--- src/rtl/mult_div_unit.sv ---
// Iterative multiply/divide unit with HI/LO registers (radix-2, WIDTH+1 cycles per op).
// Optional macro EARLY_TERM_EN: multiplies stop once the remaining multiplier bits are zero.
module mult_div_unit #(
    parameter int WIDTH = 32
) (
    input  logic             clk,
    input  logic             reset,
    input  logic             start,
    input  logic [1:0]       op,
    input  logic [WIDTH-1:0] src_a,
    input  logic [WIDTH-1:0] src_b,
    input  logic             hi_wr,
    input  logic             lo_wr,
    input  logic [WIDTH-1:0] wr_data,
    input  logic             hilo_rd,
    input  logic             flush,
    output logic             busy,
    output logic             done,
    output logic             stall_req,
    output logic [WIDTH-1:0] hi,
    output logic [WIDTH-1:0] lo
);
    localparam int CW = $clog2(WIDTH + 1);

    typedef enum logic [1:0] {IDLE, RUN, FIX} state_t;

    state_t             state_q, state_d;
    logic [CW-1:0]      cnt_q, cnt_d;
    logic               done_q, done_d;
    logic [WIDTH-1:0]   hi_q, hi_d, lo_q, lo_d;
    logic               is_div_q, is_div_d, sgn_q, sgn_d;
    logic               neg_a_q, neg_a_d, neg_b_q, neg_b_d, div0_q, div0_d;
    logic [WIDTH-1:0]   acc_q, acc_d, lq_q, lq_d, opb_q, opb_d;
`ifdef EARLY_TERM_EN
    logic [WIDTH-1:0]   mplr_q, mplr_d;
`endif

    logic [WIDTH-1:0]   mul_add;
    logic [WIDTH:0]     mul_sum, rem_sh, trial;
    logic [2*WIDTH-1:0] mag, prod;
    logic [WIDTH-1:0]   quot, remd;
    logic               last;

    function automatic logic [WIDTH-1:0] abs_val(input logic signed [WIDTH-1:0] v,
                                                 input logic sgn);
        return (sgn && v < 0) ? -v : v;
    endfunction

    function automatic logic [WIDTH-1:0] neg_w(input logic [WIDTH-1:0] v, input logic n);
        return n ? -v : v;
    endfunction

    function automatic logic [2*WIDTH-1:0] neg_2w(input logic [2*WIDTH-1:0] v, input logic n);
        return n ? -v : v;
    endfunction

    always_comb begin
        state_d  = state_q;
        cnt_d    = cnt_q;
        done_d   = 1'b0;
        hi_d     = hi_q;
        lo_d     = lo_q;
        is_div_d = is_div_q;
        sgn_d    = sgn_q;
        neg_a_d  = neg_a_q;
        neg_b_d  = neg_b_q;
        div0_d   = div0_q;
        acc_d    = acc_q;
        lq_d     = lq_q;
        opb_d    = opb_q;
`ifdef EARLY_TERM_EN
        mplr_d   = mplr_q;
`endif

        // Multiply consumes the multiplier from lq's LSB; divide shifts the dividend out of its MSB.
        mul_add = lq_q[0] ? opb_q : {WIDTH{1'b0}};
        mul_sum = {1'b0, acc_q} + {1'b0, mul_add};
        rem_sh  = {acc_q, lq_q[WIDTH-1]};
        trial   = rem_sh - {1'b0, opb_q};
        last    = (cnt_q == CW'(WIDTH - 1));
`ifdef EARLY_TERM_EN
        if (!is_div_q && mplr_q[WIDTH-1:1] == '0) last = 1'b1;
        mag = {acc_q, lq_q} >> (CW'(WIDTH) - cnt_q);
`else
        mag = {acc_q, lq_q};
`endif
        prod = neg_2w(mag, sgn_q & (neg_a_q ^ neg_b_q));
        quot = neg_w(lq_q, sgn_q & (neg_a_q ^ neg_b_q));
        remd = neg_w(acc_q, sgn_q & neg_a_q);

        case (state_q)
            IDLE: begin
                if (start && !flush) begin
                    state_d  = RUN;
                    cnt_d    = '0;
                    is_div_d = op[1];
                    sgn_d    = ~op[0];
                    neg_a_d  = ~op[0] & src_a[WIDTH-1];
                    neg_b_d  = ~op[0] & src_b[WIDTH-1];
                    div0_d   = (src_b == '0);
                    acc_d    = '0;
                    lq_d     = op[1] ? abs_val(src_a, ~op[0]) : abs_val(src_b, ~op[0]);
                    opb_d    = op[1] ? abs_val(src_b, ~op[0]) : abs_val(src_a, ~op[0]);
`ifdef EARLY_TERM_EN
                    mplr_d   = abs_val(src_b, ~op[0]);
`endif
                end else if (!start) begin
                    if (hi_wr) hi_d = wr_data;
                    if (lo_wr) lo_d = wr_data;
                end
            end
            RUN: begin
                if (flush) begin
                    state_d = IDLE;
                end else begin
                    cnt_d = cnt_q + CW'(1);
                    if (is_div_q) begin
                        if (!trial[WIDTH]) begin
                            acc_d = trial[WIDTH-1:0];
                            lq_d  = {lq_q[WIDTH-2:0], 1'b1};
                        end else begin
                            acc_d = rem_sh[WIDTH-1:0];
                            lq_d  = {lq_q[WIDTH-2:0], 1'b0};
                        end
                    end else begin
                        acc_d = mul_sum[WIDTH:1];
                        lq_d  = {mul_sum[0], lq_q[WIDTH-1:1]};
                    end
`ifdef EARLY_TERM_EN
                    mplr_d = mplr_q >> 1;
`endif
                    if (last) state_d = FIX;
                end
            end
            FIX: begin
                state_d = IDLE;
                if (!flush) begin
                    done_d = 1'b1;
                    if (is_div_q) begin
                        hi_d = remd;
                        lo_d = div0_q ? {WIDTH{1'b1}} : quot;
                    end else begin
                        hi_d = prod[2*WIDTH-1:WIDTH];
                        lo_d = prod[WIDTH-1:0];
                    end
                end
            end
            default: state_d = IDLE;
        endcase
    end

    always_ff @(posedge clk) begin
        if (!reset) begin
            state_q <= IDLE;
            cnt_q   <= '0;
            done_q  <= 1'b0;
            hi_q    <= '0;
            lo_q    <= '0;
        end else begin
            state_q <= state_d;
            cnt_q   <= cnt_d;
            done_q  <= done_d;
            hi_q    <= hi_d;
            lo_q    <= lo_d;
        end
    end

    // Datapath registers carry no reset; they are reloaded on every accepted start.
    always_ff @(posedge clk) begin
        is_div_q <= is_div_d;
        sgn_q    <= sgn_d;
        neg_a_q  <= neg_a_d;
        neg_b_q  <= neg_b_d;
        div0_q   <= div0_d;
        acc_q    <= acc_d;
        lq_q     <= lq_d;
        opb_q    <= opb_d;
`ifdef EARLY_TERM_EN
        mplr_q   <= mplr_d;
`endif
    end

    assign busy      = (state_q != IDLE);
    assign done      = done_q;
    assign hi        = hi_q;
    assign lo        = lo_q;
    assign stall_req = busy & (start | hilo_rd);

endmodule
--- config.mk ---
export PLATFORM = sky130hd
export DESIGN_NAME = mult_div_unit
export DESIGN_NICKNAME = d
export VERILOG_FILES = /design/src/rtl/mult_div_unit.sv
export SDC_FILE = /design/constraint.sdc
export NUM_CORES = 1
export LEC_CHECK = 0
export BUFFER_PORTS_ARGS = -buffer_cell sky130_fd_sc_hd__buf_4
export CORE_ASPECT_RATIO = 1.2
export CORE_MARGIN = 2
export CORE_UTILIZATION = 45
export CTS_BUF_LIST = sky130_fd_sc_hd__clkbuf_4
export DETAILED_ROUTE_END_ITERATION = 8
export PLACE_DENSITY = 0.73
export SYNTH_ARGS = -nofsm -noshare
export SYNTH_HDL_FRONTEND = slang
export SYNTH_SLANG_ARGS = --single-unit
--- constraint.sdc ---
create_clock -name clk -period 7.2 [get_ports clk]
set_clock_uncertainty 0.05 [all_clocks]
set_input_delay 0 -clock clk [delete_from_list [all_inputs] [get_ports clk]]
set_output_delay 0 -clock clk [all_outputs]
set_load 0.01 [all_outputs]
After elaboration in Yosys (flattened, before gate mapping)
Index checks and enable logic that the tools add are counted.

Bits in registers: 174. Input bits: 105. Output and inout bits: 67. Logic and storage cells: 96.

Add/sub/neg operators: 8. Magnitude comparators: 2. Eq/ne operators: 11. Mux-type cells: 39. Bitwise logic cells: 8. Reduce and logical (&&, ||, !) cells: 15.

Operators by type and width (number): $mux 32 (25); $pmux 32 s2 (4); $neg 32->32 (4); $lt 32x1->1 const B (2); $mux 64 (1); $neg 64->64 (1); $add 32x32->33 (1); $sub 33x32->33 (1); $logic_not 32->1 (1); $ne 2x2->1 const B (7); $mux 6 (2); $pmux 6 s2 (1); $reduce_and 5->1 (2); $add 6x1->6 const B (1); $eq 6x5->1 const B (1); $mux 2 (3); $reduce_and 2->1 (3); $reduce_bool 2->1 (3); $and 1x1->1 (5); $pmux 2 s2 (1); $logic_and 1x1->1 (3); $ne 3x3->1 const B (1); $reduce_and 3->1 (1); $eq 2x1->1 const B (1); 7 further kinds (8).

Longest topological paths before layout
Depth after elaboration: 7. Mapped depth: 15. Gate-level depth less buffers: 13.

Worst setup path after synthesis
OpenSTA, ideal clock, no wires.

Kind: flip-flop to flip-flop. Start: reg state_q[1]. End: reg cnt_q[4]. Setup time: 0.116 ns. Data arrival time: 3.934 ns. Required time: 7.034 ns. Path slack: 3.100 ns. Cell stages (with the launch flop): 9. Path buffers: 0. Clock period less this slack: 4.100 ns. Path through: dfxtp_1 or2_2 or3b_2 inv_1 nor2_1 inv_1 nand4_1 xor2_1 nor2_1.

Longest elaborated chain between the ends: 3. Elaborated cells between the ends (all ways): 7. Classes of those cells: 3 x eq/ne; 1 x mux; 3 x reduce/logical.

Ends and longest elaborated chain: start, declared (line 27) `state_t state_q, state_d;`; start signal, assigned (line 160) `state_q <= state_d;`; $eq 2x1->1 / $logic_not 2->1 (equally long branches) (line 91) `case (state_q)`; $ne 2x2->1 (no line) / $reduce_bool 2->1 (equally long branches); $reduce_and 3->1 (no line); end signal, assigned (line 161) `cnt_q <= cnt_d;`; end, declared (line 28) `logic [CW-1:0] cnt_q, cnt_d;`.

Parallel ways exist; a longest one is shown, timed or not. A chain may end at the register's enable or synchronous reset.

Worst setup path after layout
Start: reg lq_q[14]. End: reg hi_q[23], in the netlist hi[23].

Longest elaborated chain between the ends: 5.

Ends and longest elaborated chain: start, declared (line 33) `logic [WIDTH-1:0] acc_q, acc_d, lq_q, lq_d, opb_q, opb_d;`; start signal, assigned (line 176) `lq_q <= lq_d;`; $neg 64->64 (line 54) `return n ? -v : v;`; $mux 64 (line 54); $mux 32 (line 139) `if (is_div_q) begin`; $mux 32 (line 137) `if (!flush) begin`; $pmux 32 s2 (line 91); end signal, assigned (line 163) `hi_q <= hi_d;`; end, declared (line 30) `logic [WIDTH-1:0] hi_q, hi_d, lo_q, lo_d;`.

Every way passes these cells. The select of a mux whose other input is x is not followed.

==> results.yml <==
sta:
  post-route-period-util_pct: 63.6
  whs_ps: 41.8
  finalSetupViolations: 0
  rsz0062_at_grt: "false"
  finalHoldViolCount: 0
  worst_slew_pin_slew_ps: 1110
  slew_violations: 0
  min_period_ps: 4580
  max_freq_mhz: 218
  slew_headroom_pct: 25.5
  finalSetupTns_ps: 0
synthesis:
  synth_xor_area_share_pct: 10.1
  synth_edf_count: 101
  ys_types: 68
  synth_seq_area_share_pct: 31.1
  synthMuxAreaShare_pct: 6.30
  synth_compound_area_share_pct: 24.1
  yosys.area_share.simple_pct: 18.1
  synth_adder_area_share_pct: 6.25
  synthCells: 1776
  async_reset_ff_share_pct: 0
  synth-seq-cells: 174
  synth_top_family_by_area: "compound AO/OA/AOI/OAI gates"
  netlist_area_mm2: 0.0145
  syn_area_per_cell_um2: 8.14
  yosys_warnings: 0
  synth_nets: 1952
  synth-main-ff-cell: "edfxtp_1"
clocking:
  clkSlewWorstSetupHoldPaths_ps: 180
  clock_path_buffers: 2
  clk_latency_ps: 630
  cts_tree: "done"
  cts_made_buffers: 17
  cts.sinks: 174
  htree_levels: 4
  cts_resized: 0
  cts_root_buffer: "clkbuf_4"
  post-cts-setup-buffers: 0
  ctsHoldBuffers: 153
die:
  io_pins: 172
  coreArea_mm2: 0.0315
  rows: 71
  dieHeight_um: 200
  die_width_um: 168
  die_area_mm2: 0.0336
  start_util_pct: 45.8
placement:
  port-buffer-count: 171
  gp_congestion: 0.996
  dp_hpwl_mm: 39.3
global_routing:
  grt_max_degree: 65
  grt_pass1_vias: 14800
  antenna_found_initial: 1
  grt-ovfl-total: 0
  grt_pass1_wl_mm: 81.7
  grt_use_total_pct: 30.9
worst_setup_path:
  cpPeakStageDelay_ps: 590
  crit_fanout: 6
  cp_cell_sequence: "or3_1 > or4_1 > or4_4 > o31a_1 > or4_4 > or3_4 > o21ai_2 > xnor2_1 > nand2_1 > nand3_1 > dlygate4sd3_1"
  cp-startpoint: "lq_q[14]"
  ff2ff_path_depth: 11
  cp_top_family: "simple AND/OR/NAND/NOR gates"
  end_kind: "flop"
  critPathLaunchType: "flop"
  cp_common_cell: "or4_4"
  critical_path_buf_inv_count: 1
  path_class: "flop to flop"
  rrSetupSlack_ps: 2620
  cp_data_required_time_ps: 7720
  crit_cells: 11
  cp.arrival_ps: 5110
  r2r-start: "lq_q[14]"
  critPathSlowestCell: "or4_4"
  timing.rr.end: "hi[23]"
  crit_end: "hi[23]"
pwr:
  leakagePower_uw: 0.00727
  vdd_ir_drop_max_mv: 0.0984
  powerDensity_mw_per_mm2: 156
drt:
  viasPerCell: 6.14
  detail_route.wl_per_cell_um: 21.4
  postRouteWirelength_mm: 52.7
  ant_nets: 0
  drt_iter0_markers: 1413
  num_vias: 15100
  drc: 0
  drt_first_pass_iters: 7
cells_and_area:
  area_delta_synth_final_pct: 23.4
  final_common_cell: "a21oi_1"
  nets: 2218
  n_fill_cell: 2812
  layout-drive-gt1-share_pct: 12.2
  final_cell_mix: "a21oi_1, nor2_1, buf_4"
run_status:
  outcome: "complete, no violations"
worst_hold_path:
  hp-class: "input pin to flop"
flow_run:
  drv_cap: 0
## area by class of cell
type | count | area, um2 | area share [%]
inverter | 64 | 240 | 1.35
multi-input combinational | 1445 | 9390 | 52.6
tap | 401 | 502 | 2.81
clock buffer | 17 | 128 | 0.715
clock inverter | 15 | 153 | 0.856
sequential | 174 | 4490 | 25.2
timing repair buffer | 340 | 2940 | 16.5
antenna | 1 | 2.50 | 0.0140
## flip-flops by register name, indices dropped and copies added (netlist names), 2 cells and up
name,cells
acc_q,32
hi,32
lo,32
lq_q,32
opb_q,32
cnt_q,6
state_q,2
## worst min path at each step
stage               depth (start not counted)        end        start
floorplan                                   0   is_div_q        op[1]
global placement                            3     hi[23]  wr_data[23]
detailed placement                          3  stall_req      hilo_rd
CTS                                         3  opb_q[13]    src_a[13]
global route                                3  opb_q[13]    src_a[13]
finish                                      3  opb_q[11]    src_a[11]
## power by group
group,internal [uW],switching [uW]
Combinational,434,554
Clock,155,422
Sequential,1130,82.8
Total,1720,1060
## tightest hold or removal path, cell delays in order
cell	delay (ps)
buf_4	110
xor2_1	190
mux2i_1	190
## synth_stat cells (17+ instances only)
master / count / area (um2)
a21o_1: 36 / 270
a21oi_1: 192 / 961
clkbuf_1: 76 / 285
dfxtp_1: 73 / 1460
edfxtp_1: 101 / 3030
ha_1: 69 / 863
inv_1: 61 / 229
mux2i_1: 91 / 911
nand2_1: 171 / 642
nand3_1: 21 / 105
nand4_1: 18 / 113
nor2_1: 192 / 721
nor3_1: 38 / 190
nor4_1: 17 / 106
o21a_1: 19 / 143
o21ai_0: 118 / 591
o221ai_1: 24 / 210
o31ai_1: 24 / 180
or3_1: 24 / 150
xnor2_1: 92 / 806
xor2_1: 74 / 648
## metal layers
metal	part of all wire, %	vias to the layer above	wire, um	track usage [%]
met5	0	-	0	0
met4	5.6	0	2950	16.5
met3	8.0	165	4240	5.49
met2	48	746	25100	52.1
met1	39	7132	20400	37.5
li1	-	7053	-	-
## cells by family (layout without fill, tap and decap cells)
logic type               count (synthesis)  count (layout)
AO/OA/AOI/OAI                          554             554
XOR/XNOR                               166             166
buffers and inverters                  157             436
flip-flops                             174             174
AND/OR/NAND/NOR                        563             563
other                                    0               1
adder cells (fa/ha/maj)                 71              71
multiplexers                            91              91
## through the flow
step	cell area (um2)	cells	util, %	power, uW	worst slack, ps
6_report	17800	2457	56.6	2780	2620
5_1_grt	17800	2457	56.6	2900	2480
4_1_cts	17800	2456	56.6	2750	2720
3_5_place_dp	16000	2271	50.8	2110	2810
3_3_place_gp	16000	2271	50.8	2100	2910
2_1_floorplan	14500	1776	-	1790	3100
Note: power is estimated with default switching activity, not from simulation.
